### src/rtl/noc_params.sv
// Shared router types and sizing: flit layout, flit labels and the output-VC ownership states.
package noc_params;

  localparam int VC_NUM     = 2;
  localparam int VC_SIZE    = (VC_NUM > 1) ? $clog2(VC_NUM) : 1;
  localparam int DATA_WIDTH = 16;

  typedef enum logic [1:0] {HEAD, BODY, TAIL, HEADTAIL} flit_label_t;

  typedef enum logic [1:0] {IDLE, RESERVED, ACTIVE, WAIT} ovc_state_t;

  typedef struct packed {
    flit_label_t             flit_label;
    logic [VC_SIZE-1:0]      vc_id;
    logic [DATA_WIDTH-1:0]   data;
  } flit_t;

endpackage

### src/rtl/output_port_if.sv
// Bundle of crossbar, allocator and downstream-link signals seen by one router output port.
interface output_port_if;
  import noc_params::*;

  flit_t              xb_flit_i;
  logic               xb_valid_i;
  logic [VC_NUM-1:0]  va_claim_i;
  logic [VC_NUM-1:0]  on_off_i;
  logic [VC_NUM-1:0]  vc_allocatable_i;
  flit_t              data_o;
  logic               valid_flit_o;
  logic [VC_NUM-1:0]  is_on_off_o;
  logic [VC_NUM-1:0]  is_allocatable_o;
  logic [VC_NUM-1:0]  error_o;

  modport slave (
    input  xb_flit_i, xb_valid_i, va_claim_i, on_off_i, vc_allocatable_i,
    output data_o, valid_flit_o, is_on_off_o, is_allocatable_o, error_o
  );

  modport master (
    output xb_flit_i, xb_valid_i, va_claim_i, on_off_i, vc_allocatable_i,
    input  data_o, valid_flit_o, is_on_off_o, is_allocatable_o, error_o
  );

endinterface

### src/rtl/output_vc_tracker.sv
// Ownership FSM for a single downstream VC: claim, packet progress, release delay and a sticky error flag.
module output_vc_tracker
  import noc_params::*;
#(
  parameter int RELEASE_DELAY = 2
) (
  input  logic        clk,
  input  logic        rst,
  input  logic        claim_i,
  input  logic        claim_onehot_i,
  input  logic        flit_i,
  input  flit_label_t label_i,
  input  logic        on_i,
  input  logic        alloc_i,
  output logic        idle_o,
  output logic        error_o
);

  localparam int CNT_W = $clog2(RELEASE_DELAY + 1);
  localparam logic [CNT_W-1:0] CNT_LOAD = CNT_W'(RELEASE_DELAY - 1);

  ovc_state_t       state_q, state_d;
  logic [CNT_W-1:0] cnt_q, cnt_d;
  logic             error_q, error_d;
  logic             err;

  always_ff @(posedge clk or negedge rst) begin
    if (!rst) begin
      state_q <= IDLE;
      cnt_q   <= '0;
      error_q <= 1'b0;
    end else begin
      state_q <= state_d;
      cnt_q   <= cnt_d;
      error_q <= error_d;
    end
  end

  always_comb begin
    state_d = state_q;
    cnt_d   = cnt_q;
    err     = 1'b0;

    if (state_q == WAIT) begin
      if (cnt_q == '0) state_d = IDLE;
      else             cnt_d   = cnt_q - CNT_W'(1);
    end

    if (flit_i) begin
      if (!on_i) err = 1'b1;
      case (state_q)
        RESERVED: begin
          if (label_i == HEAD) begin
            state_d = ACTIVE;
          end else if (label_i == HEADTAIL) begin
            state_d = WAIT;
            cnt_d   = CNT_LOAD;
          end else begin
            err = 1'b1;
          end
        end
        ACTIVE: begin
          if (label_i == TAIL) begin
            state_d = WAIT;
            cnt_d   = CNT_LOAD;
          end else if (label_i != BODY) begin
            err = 1'b1;
          end
        end
        default: err = 1'b1;
      endcase
    end

    // A claim only ever succeeds from IDLE, so it cannot collide with a flit-driven transition.
    if (claim_i) begin
      if (!claim_onehot_i || state_q != IDLE || !alloc_i) err = 1'b1;
      else                                                state_d = RESERVED;
    end

    error_d = error_q | err;
  end

  assign idle_o  = (state_q == IDLE);
  assign error_o = error_q;

endmodule

### src/rtl/output_port.sv
// Router output port: registers crossbar flits onto the link, syncs downstream credits flags, tracks VC ownership.
module output_port
  import noc_params::*;
#(
  parameter int RELEASE_DELAY = 2
) (
  input  logic          clk,
  input  logic          rst,
  output_port_if.slave  bus
);

  flit_t             data_q;
  logic              valid_q;
  logic [VC_NUM-1:0] on_sync_q;
  logic [VC_NUM-1:0] alloc_sync_q;
  logic [VC_NUM-1:0] vc_idle;
  logic [VC_NUM-1:0] vc_error;
  logic              claim_onehot;

  // Downstream buffers are empty after reset, so every VC starts on and allocatable.
  always_ff @(posedge clk or negedge rst) begin
    if (!rst) begin
      data_q       <= '0;
      valid_q      <= 1'b0;
      on_sync_q    <= '1;
      alloc_sync_q <= '1;
    end else begin
      data_q       <= bus.xb_flit_i;
      valid_q      <= bus.xb_valid_i;
      on_sync_q    <= bus.on_off_i;
      alloc_sync_q <= bus.vc_allocatable_i;
    end
  end

  assign claim_onehot = $onehot(bus.va_claim_i);

  for (genvar v = 0; v < VC_NUM; v++) begin : g_vc
    output_vc_tracker #(
      .RELEASE_DELAY (RELEASE_DELAY)
    ) u_tracker (
      .clk            (clk),
      .rst            (rst),
      .claim_i        (bus.va_claim_i[v]),
      .claim_onehot_i (claim_onehot),
      .flit_i         (bus.xb_valid_i && (bus.xb_flit_i.vc_id == VC_SIZE'(v))),
      .label_i        (bus.xb_flit_i.flit_label),
      .on_i           (on_sync_q[v]),
      .alloc_i        (alloc_sync_q[v]),
      .idle_o         (vc_idle[v]),
      .error_o        (vc_error[v])
    );
  end

  assign bus.data_o           = data_q;
  assign bus.valid_flit_o     = valid_q;
  assign bus.is_on_off_o      = on_sync_q;
  assign bus.is_allocatable_o = alloc_sync_q & vc_idle;
  assign bus.error_o          = vc_error;

endmodule
### src/flat_wrapper.sv
// flat-port wrapper written by rule: the top's interface ports become plain ports
module output_port_flat import noc_params::*;
#(
  parameter int RELEASE_DELAY = 2
)
  (clk, rst, bus_xb_flit_i, bus_xb_valid_i, bus_va_claim_i, bus_on_off_i, bus_vc_allocatable_i, bus_data_o, bus_valid_flit_o, bus_is_on_off_o, bus_is_allocatable_o, bus_error_o);
  output_port_if bus_i ();
  input  logic clk;
  input  logic rst;
  input wire logic [$bits(bus_i.xb_flit_i)-1:0] bus_xb_flit_i;
  input wire logic [$bits(bus_i.xb_valid_i)-1:0] bus_xb_valid_i;
  input wire logic [$bits(bus_i.va_claim_i)-1:0] bus_va_claim_i;
  input wire logic [$bits(bus_i.on_off_i)-1:0] bus_on_off_i;
  input wire logic [$bits(bus_i.vc_allocatable_i)-1:0] bus_vc_allocatable_i;
  output wire logic [$bits(bus_i.data_o)-1:0] bus_data_o;
  output wire logic [$bits(bus_i.valid_flit_o)-1:0] bus_valid_flit_o;
  output wire logic [$bits(bus_i.is_on_off_o)-1:0] bus_is_on_off_o;
  output wire logic [$bits(bus_i.is_allocatable_o)-1:0] bus_is_allocatable_o;
  output wire logic [$bits(bus_i.error_o)-1:0] bus_error_o;
  assign bus_i.xb_flit_i = bus_xb_flit_i;
  assign bus_i.xb_valid_i = bus_xb_valid_i;
  assign bus_i.va_claim_i = bus_va_claim_i;
  assign bus_i.on_off_i = bus_on_off_i;
  assign bus_i.vc_allocatable_i = bus_vc_allocatable_i;
  assign bus_data_o = bus_i.data_o;
  assign bus_valid_flit_o = bus_i.valid_flit_o;
  assign bus_is_on_off_o = bus_i.is_on_off_o;
  assign bus_is_allocatable_o = bus_i.is_allocatable_o;
  assign bus_error_o = bus_i.error_o;
  output_port #(.RELEASE_DELAY(RELEASE_DELAY)) u_core (.clk(clk), .rst(rst), .bus(bus_i));
endmodule
### config.mk
export PLATFORM = sky130hd
export DESIGN_NAME = output_port_flat
export DESIGN_NICKNAME = d
export VERILOG_FILES = /design/src/rtl/noc_params.sv /design/src/rtl/output_port_if.sv /design/src/rtl/output_vc_tracker.sv /design/src/rtl/output_port.sv /design/src/flat_wrapper.sv
export SDC_FILE = /design/constraint.sdc
export NUM_CORES = 1
export LEC_CHECK = 0
export CORE_ASPECT_RATIO = 1.5
export CORE_MARGIN = 3
export CORE_UTILIZATION = 48
export DETAILED_ROUTE_END_ITERATION = 6
export DONT_BUFFER_PORTS = 1
export GPL_TIMING_DRIVEN = 0
export HOLD_SLACK_MARGIN = 0.03
export PLACE_DENSITY = 0.65
export SLEW_MARGIN = 20
export SYNTH_ARGS = -nofsm -noshare
export SYNTH_HDL_FRONTEND = slang
export SYNTH_SLANG_ARGS = --single-unit
### constraint.sdc
create_clock -name clk -period 1.82 [get_ports clk]
set_input_delay 0.546 -clock clk [delete_from_list [all_inputs] [get_ports clk]]
set_output_delay 0.546 -clock clk [all_outputs]
set_load 0.1 [all_outputs]
# == Yosys cells after proc, flatten, opt, wreduce, memory -nomap -nowiden ==
# Cells that the tools add are included.
# classes
n_addsub,3
eq_ne,10
n_mux,50
bitwise,4
n_reduce_logical,16
# op_table
operator,count
2-to-1 mux 2 bit,28
2-to-1 mux 1 bit,16
case mux 2 bit (2 select lines),4
"equality test 2 bit, second input constant",6
logical NOT 2 bit,5
"equality test 2 x 1 -> 1 bit, second input constant",3
logical OR 1 bit,4
case mux 1 bit (2 select lines),2
nonzero test 2 bit,2
"subtractor 2 x 1 -> 2 bit, second input constant",2
logical NOT 1 bit,3
adder 1 x 1 -> 2 bit,1
AND 2 bit,1
logical AND 1 bit,2
"inequality test 2 x 1 -> 1 bit, second input constant",1
OR 1 bit,2
inverter 1 bit,1
# word_totals
ff_bits,34

# == Depth between registers and ports, before layout ==
# Gate-level depths: netlist (run 1).
# depth
ltp_word,9
mapped_depth,6
mapped_depth_nobuf,5

# == By module ==
# A second synthesis (run 1) with hierarchy kept.
# hier_totals
hier_cells,129
area_unflattened_um2,1491.4
# by_module_without_submodules
module,instances,cells_per_inst,area_per_inst_um2
output_vc_tracker,2,50,424.2
output_port,1,29,643.1

# == Worst setup path after synthesis (run 1) ==
# Ideal clock, no wire load.
# synth_path
path_kind,register to register
from,register u_core.g_vc[1].u_tracker.state_q[1]
to,register u_core.g_vc[1].u_tracker.error_q
setup_ns,0.126
arrival_ns,1.863
slack_ns,-0.169
path_stages_with_launch,6
synth_period_minus_slack_ns,1.989
cell_sequence,dfrtp_1 inv_1 ha_1 and2_1 a21oi_1 a311o_1
# synth_via
elab_chain_cells,6
elab_cells_between_ends,10
# synth_lines
element,line_no,source
"start, declared",output_vc_tracker.sv:22,"ovc_state_t state_q, state_d;"
"start signal, assigned",output_vc_tracker.sv:33,state_q <= state_d;
equality test 2 bit (tied with other cells),output_vc_tracker.sv:51,case (state_q)
case mux 1 bit (2 select lines) / logical OR 1 bit (equally long branches),"output_vc_tracker.sv:51, output_vc_tracker.sv:76",
2-to-1 mux 1 bit / logical OR 1 bit (equally long branches),"output_vc_tracker.sv:49, output_vc_tracker.sv:76",
2-to-1 mux 1 bit,output_vc_tracker.sv:76,if (!claim_onehot_i || state_q != IDLE || !alloc_i) err = 1'b1;
2-to-1 mux 1 bit *,output_vc_tracker.sv:75,if (claim_i) begin
OR 1 bit *,output_vc_tracker.sv:80,error_d = error_q | err;
net u_core.g_vc[1].u_tracker.error_d,output_vc_tracker.sv:24,"logic error_q, error_d;"
"end signal, assigned",output_vc_tracker.sv:35,error_q <= error_d;
"end, declared",output_vc_tracker.sv:24,
# Mark *: on every way through the listed nets, which the timed path passes. The rest lies on a longest branch.

# == Final worst setup path (run 1) ==
# layout_path
from,register u_core.g_vc[1].u_tracker.state_q[1]
to,output bus_is_allocatable_o[1]
# layout_via
elab_chain_cells,2
# layout_lines
element,line_no,source
logical NOT 2 bit,output_vc_tracker.sv:83,assign idle_o = (state_q == IDLE);
AND 2 bit,output_port.sv:57,assign bus.is_allocatable_o = alloc_sync_q & vc_idle;
"end, declared",flat_wrapper.sv:18,output wire logic [$bits(bus_i.is_allocatable_o)-1:0] bus_is_allocatable_o;
# No other way between the ends.

==> results.cfg, run 1 <==
[clock_network]
cts_tree = done
clockBufferDepth = 2
htree_num_levels = 2
cts_made_buffers = 5
path_clk_slew_ns = 0.06
clock-sinks = 34
clockRootBuffer = clkbuf_8
insertion_delay_ns = 0.28

[power_and_ir_drop]
internal-power_w = 0.00156
p_seq_share_pct = 41.1
power_w = 0.00260
power_density_nw_per_um2 = 1500
clockPowerShare_pct = 21.3
p_leak_nw = 0.764
switching_share_pct = 40.3
switchingPower_w = 0.00105
power_frac_comb_pct = 37.5
ir_worst_vdd_uv = 844

[sta]
relSlewSlack_pct = 41.7
hold_viol_final = 0
slew_viol_final = 0
fmaxAchievable_mhz = 549
setup_viol = 1
hold_ws_ns = 0.0771
rsz0062_at_grt = true
skew_ns = 0.00666
timing.setup.tns_ns = -0.00223
tightest_slew_ns = 0.875
worst_slack_ns = -0.00223
fin_crit_ns = 1.82
fin_crit_sh_pct = 100

[yosys]
muxShareOfSynthArea_pct = 2.68
yosys.cell_types.count = 37
synth_edf_count = 0
yosysTopAreaCellShare_pct = 50.2
synth_top_family_by_area = simple AND/OR/NAND/NOR gates
ys_seq_area_share_pct = 57.2
netlist_top_cells_area = dfrtp_1 (50%), dfstp_2 (7.0%), ha_1 (6.7%), a21oi_1 (2.7%), mux2i_1 (2.7%)
synth_ff_type = dfrtp_1
netlist_top_cells_count = dfrtp_1 (30), inv_1 (9), a21oi_1 (8), ha_1 (8)
yosysWarnings = 0
synthSimpleGateAreaFrac_pct = 14.5
synth_top_cell_by_area = dfrtp_1
avgSynthCellArea_sq_um = 12.2
syn_nets = 159
yosys.area_share.adder_pct = 6.69
synth_compound_area_share_pct = 11.5
synthArstFlopShare_pct = 100
synthCells = 123
syn-cell-area_sq_um = 1500
synthXorXnorAreaFrac_pct = 1.09
synth.most_common_cell = dfrtp_1
ys_ff_latch = 34

[setup_path]
cp_top_family = flip-flops
crit_path_max_fanout = 4
cpMaxStageDelayCell = dfrtp_2
crit_path_end_kind = output pin
cp.buffers_inverters = 1
worstPathRequired_ns = 1.27
arrival_ns = 1.28
cpPeakStageDelay_ns = 0.43
startpoint_type = flip-flop
path_class = flip-flop to output pin
crit_path_cell_trace = inv_2 -> ha_4 -> and2_4

[detailed_routing]
wire_per_inst_um = 17.4
via_per_inst = 5.77
vias = 1016
wirelength_um = 3070
drc = 0
dr.pass1.iters = 4
ant_nets = 0
drt_iter0_markers = 18

[global_route]
overflow = 0
grt_pass1_vias = 1071
antenna_found_initial = 0
grt_usage_pct = 18.1
grt_pass1_wl_um = 4950
grt_max_degree = 31

[status]
violations = negative setup slack
status = finished with violations

[cells_and_area]
nets = 172
fillers = 262
diodes = 0
layout.cells.non_filler = 176
area_growth_pct = 16.2
drive_above_1_share_pct = 30.7
fin_util_pct = 59.1

[flow_run]
drv_cap = 0

[floorplan]
io_pins = 54
dieArea_sq_um = 3840
initial_core_util_pct = 50.9
dieWidth_um = 51.6
rows = 24
die_y_um = 74.4
core_sq_um = 2940

[place]
dp_hpwl_um = 2080
io_buffers = 0
gp_congestion = 0.839
dp.cells = 162

[min_path]
hp-class = primary input to async pin
## area by class of cell
| cell class | instances | area, sq um | area share [%] |
|---|---|---|---|
| buffer | 6 | 52.6 | 3.02 |
| clock buffer | 7 | 86.3 | 4.96 |
| clock inverter | 1 | 5.00 | 0.288 |
| inverter | 9 | 33.8 | 1.94 |
| multi-input combinational | 72 | 583 | 33.5 |
| sequential | 34 | 857 | 49.3 |
| tap | 39 | 48.8 | 2.81 |
| timing repair buffer | 8 | 72.6 | 4.17 |
## timing repair
item	4_1_cts	5_1_grt
gates resized for setup	2	12
endpoints found under the setup margin	4	4
pin swaps	2	2
cloned	0	0
endpoints found under the hold margin	30	0
hold buffers	1	0
buffers inserted	3	4
## flip-flops by register name, indices dropped and copies added (netlist names)
name and cells:
u_core.g_vc.u_tracker.error_o 2, u_core.bus.data_o 19, u_core.bus.is_on_off_o 2, u_core.g_vc.u_tracker.state_q 4, u_core.bus.valid_flit_o 1, u_core.g_vc.u_tracker.cnt_q 4, u_core.alloc_sync_q 2
## per-layer routing
metal | track usage [%] | wire, um
met2 | 28.9 | 1540
met1 | 20.8 | 1180
met3 | 7.21 | 288
met5 | 0 | 0
met4 | 9.62 | 63
## through the flow
step | worst slack, ns | instance area (sq um)
2_1_floorplan | 0.112 | 1500
3_3_place_gp | -0.0203 | 1550
3_5_place_dp | -0.0819 | 1550
4_1_cts | -0.0878 | 1680
5_1_grt | -0.0528 | 1740
6_report | -0.00223 | 1740
## cells by family after synthesis
| kind of cell | after synthesis |
|---|---|
| mux | 4 |
| xor+xnor | 1 |
| compound gates | 23 |
| buf+inv | 17 |
| fa+ha+maj | 8 |
| simple gates | 36 |
| flops | 34 |
## cells in the final DEF, fill, tap and decap left out, drive strengths merged
cell     count
o31ai        1
o221a        2
o21a         2
a311o        2
nand2b       3
nand3b       3
a21oi        8
ha           8
nor3         4
buf         14
and3         2
xnor2        1
mux2i        4
o21ai        1
o311a        2
a2bb2oi      1
and3b        1
clkinv       1
nor2         4
nand4        1
nand2        4
nor2b        2
dfstp        4
a2111oi      1
nand3        2
o311ai       1
inv          9
clkbuf       7
or3          3
a211oi       2
nand4b       1
or3b         4
and2         2
dfrtp       30
## path summary, 6_finish.rpt
check                                                               from                                             to  slack (ns)  depth (start not counted)
setup / recovery           u_core.g_vc[1].u_tracker.state_q[1]$_DFF_PN0_                        bus_is_allocatable_o[1]      -0.002                          3
hold / removal                                                       rst    u_core.g_vc[1].u_tracker.cnt_q[1]$_DFF_PN0_        0.08                          1
setup reg to reg           u_core.g_vc[0].u_tracker.state_q[0]$_DFF_PN0_  u_core.g_vc[0].u_tracker.state_q[0]$_DFF_PN0_        0.08                          5
hold reg to reg               u_core.g_vc[1].u_tracker.error_o$_DFF_PN0_     u_core.g_vc[1].u_tracker.error_o$_DFF_PN0_        0.50                          1
max in group asynchronous                                            rst  u_core.g_vc[1].u_tracker.state_q[1]$_DFF_PN0_        1.58                          1
min in group clk                                         bus_on_off_i[1]            u_core.bus.is_on_off_o[1]$_DFF_PN1_        0.25                          0
## power by group through the flow
stage	registers (W)	clock network, W	logic, W
global route	0.00108	0.000608	0.00107
floorplan	0.00107	0	0.000616
detailed placement	0.00109	0	0.000733
global placement	0.00109	0	0.000715
finish	0.00107	0.000556	0.000978
CTS	0.00107	0.000578	0.000820
## worst reg2reg max path: cells and delay by family (launching register included)
kind                     cells  cell delay, ns
flip-flops                   1            0.37
AND/OR/NAND/NOR              2            0.78
adder cells (fa/ha/maj)      1            0.20
AO/OA/AOI/OAI                1            0.13
buffers and inverters        1            0.14
(Power assumes the default switching activity.)
==> run 2, diff against run 1 <==
--- a/config.mk
+++ b/config.mk
@@ -5,9 +5,11 @@
 export SDC_FILE = /design/constraint.sdc
 export NUM_CORES = 1
 export LEC_CHECK = 0
+export ABC_AREA = 1
 export CORE_ASPECT_RATIO = 1.5
 export CORE_MARGIN = 3
 export CORE_UTILIZATION = 48
+export CTS_CLUSTER_SIZE = 25
 export DETAILED_ROUTE_END_ITERATION = 6
 export DONT_BUFFER_PORTS = 1
 export GPL_TIMING_DRIVEN = 0
==> results.cfg, run 2 <==
[sta]
rsz0062_at_grt = true
setup_viol = 2
hold_viol_final = 0
fin_crit_sh_pct = 106
fmaxAchievable_mhz = 520
fin_crit_ns = 1.92
tightest_slew_ns = 0.892
worst_slack_ns = -0.103
relSlewSlack_pct = 40.6
slew_viol_final = 0
skew_ns = 0.00217

[floorplan]
rows = 23
dieArea_sq_um = 3730
initial_core_util_pct = 51.9
dieWidth_um = 50.9
core_sq_um = 2790
io_pins = 54
die_y_um = 73.3

[cells_and_area]
multi_input_area_sq_um = 507
diodes = 0
drive_above_1_share_pct = 26.6
mostFrequentLayoutCell = nand2_1
ff_latch_area_sq_um = 856
area_growth_pct = 18.7
layout.cells.non_filler = 206
fillers = 239
final_cell_mix = nand2_1 (32), dfrtp_1 (30), inv_1 (17), nand3_1 (17), buf_4 (14)
nets = 204
largest_reg_flops = 19

[yosys]
yosysTopAreaCellShare_pct = 51.8
synthArstFlopShare_pct = 100
avgSynthCellArea_sq_um = 9.67
synth.most_common_cell = nand2_1
ys_ff_latch = 34
yosysWarnings = 0
netlist_top_cells_count = nand2_1 (34), dfrtp_1 (30), inv_1 (23), nand3_1 (17)
syn-cell-area_sq_um = 1450
netlist_top_cells_area = dfrtp_1 (52%), nand2_1 (8.8%), dfstp_2 (7.2%), ha_1 (6.9%), inv_1 (6.0%)
synth_top_cell_by_area = dfrtp_1
synth_edf_count = 0
yosys.cell_types.count = 17
synthCells = 150
syn_nets = 186
ys_seq_area_share_pct = 59.0
synth_ff_type = dfrtp_1

[setup_path]
path_class = flip-flop to output pin
regToRegEndpoint = u_core.g_vc[0].u_tracker.state_q[1]$_DFF_PN0_
worstReg2RegStart = u_core.g_vc[0].u_tracker.state_q[0]$_DFF_PN0_
arrival_ns = 1.38
r2r_slack_ns = 0.19
worstRegToRegCells = 7
crit_path_max_fanout = 3
crit_path_end_kind = output pin
endpoint = bus_is_allocatable_o[0]
startpoint_type = flip-flop
crit_path_start = u_core.g_vc[0].u_tracker.state_q[0]$_DFF_PN0_
worstPathRequired_ns = 1.27

[detailed_routing]
dr_wl_met3_um = 143
drt-met1-wl_um = 1020
wire_per_inst_um = 14.6
maxUsedRoutingLayer = met4
drt_iter0_markers = 14
route.met2.wl_um = 1790
via_per_inst = 5.05
drc = 0
vias = 1041
wirelength_um = 3000
ant_nets = 0
dr.pass1.iters = 6

[power_and_ir_drop]
ir_worst_vdd_uv = 956
p_leak_nw = 0.836
power_density_nw_per_um2 = 1370
power_w = 0.00236

[global_route]
grt_max_degree = 31
grt_usage_pct = 17.5
grt_pass1_vias = 988
overflow = 0
grt_pass1_wl_um = 4550
antenna_found_initial = 0

[place]
io_buffers = 0
gp_congestion = 0.884
dp_hpwl_um = 2120
dp.cells = 187

[clock_network]
path_clk_slew_ns = 0.07
cts_tree = done
insertion_delay_ns = 0.28
htree_num_levels = 2
clock-sinks = 34
cts_made_buffers = 5
clockRootBuffer = clkbuf_8
clockBufferDepth = 2

[flow_run]
drv_cap = 0

[status]
status = finished with violations
violations = negative setup slack

[min_path]
hp-class = primary input to async pin
==> run 2: cell count changes in the layout (fill, tap and decap cells not counted), sizes merged, moves of 3 or more <==
| cell | previous run | this run |
|---|---|---|
| inv | 9 | 24 |
| o21ai | 1 | 8 |
| mux2i | 4 | 0 |
| nand3 | 2 | 17 |
| nand2 | 4 | 35 |
| or3 | 3 | 0 |
| nor3 | 4 | 0 |
| nand2b | 3 | 0 |
| nand3b | 3 | 0 |
| or3b | 4 | 0 |
==> run 2: cell families after synthesis <==
group | Yosys count | share of synthesized area, %
AND/OR/NAND/NOR | 58 | 17.0
buffers and inverters | 30 | 8.80
adder cells (fa/ha/maj) | 8 | 6.90
flip-flops | 34 | 59.0
AO/OA/AOI/OAI | 20 | 8.28
==> run 2: cell type report <==
cell class	instances	share of cell area (%)
inverter	26	6.10
clock buffer	6	4.22
timing repair buffer	11	5.52
sequential	34	49.7
multi-input combinational	86	29.4
clock inverter	2	0.581
buffer	4	1.74
tap	37	2.69
==> run 2: worst min path at each step <==
| stage | cells past startpoint | start | end | slack (ns) |
|---|---|---|---|---|
| floorplan | 0 | rst | u_core.bus.data_o[0]$_DFF_PN0_ | 0.25 |
| global placement | 0 | rst | u_core.bus.data_o[14]$_DFF_PN0_ | 0.25 |
| detailed placement | 0 | rst | u_core.bus.data_o[5]$_DFF_PN0_ | 0.25 |
| CTS | 1 | rst | u_core.bus.data_o[17]$_DFF_PN0_ | 0.08 |
| global route | 1 | rst | u_core.bus.data_o[5]$_DFF_PN0_ | 0.07 |
| finish | 1 | rst | u_core.bus.data_o[16]$_DFF_PN0_ | 0.08 |
==> run 2: metal layers <==
layer  global-route usage (%)  up-vias
li1                         -      508
met1                     15.9      497
met2                     32.8       28
met3                     7.10        8
met4                     8.08        0
met5                        0        -
==> run 2: report_power, final <==
group | internal, W | switching, W
clock | 0.000265 | 0.000265
sequential | 0.000831 | 0.000213
combinational | 0.000307 | 0.000479
total | 0.00140 | 0.000957
==> run 2: critical path, cell delays in order (launching register included) <==
cell,delay (ns)
dfrtp_1,0.37
inv_2,0.07
ha_4,0.16
nand2_4,0.07
clkinvlp_4,0.42
==> run 2: timing repair <==
item / CTS / global route
pin swaps: 2 / 3
hold buffers: 1 / 0
endpoints found under the hold margin: 30 / 0
setup buffers: 6 / 4
gates resized for setup: 10 / 4
setup endpoints to repair: 6 / 2
==> run 2: stage by stage <==
step                TNS [ns]  utilization [%]  setup WS, ns  hold WS (ns)  instance area, sq um
floorplan                  0                -        0.0145         0.250                  1450
global placement      -0.183             53.6       -0.0753         0.251                  1500
detailed placement    -0.240             53.6       -0.0760         0.251                  1500
CTS                   -0.219             59.9        -0.113        0.0773                  1670
global route          -0.319             61.7        -0.170        0.0690                  1720
finish                -0.202             61.7        -0.103        0.0767                  1720
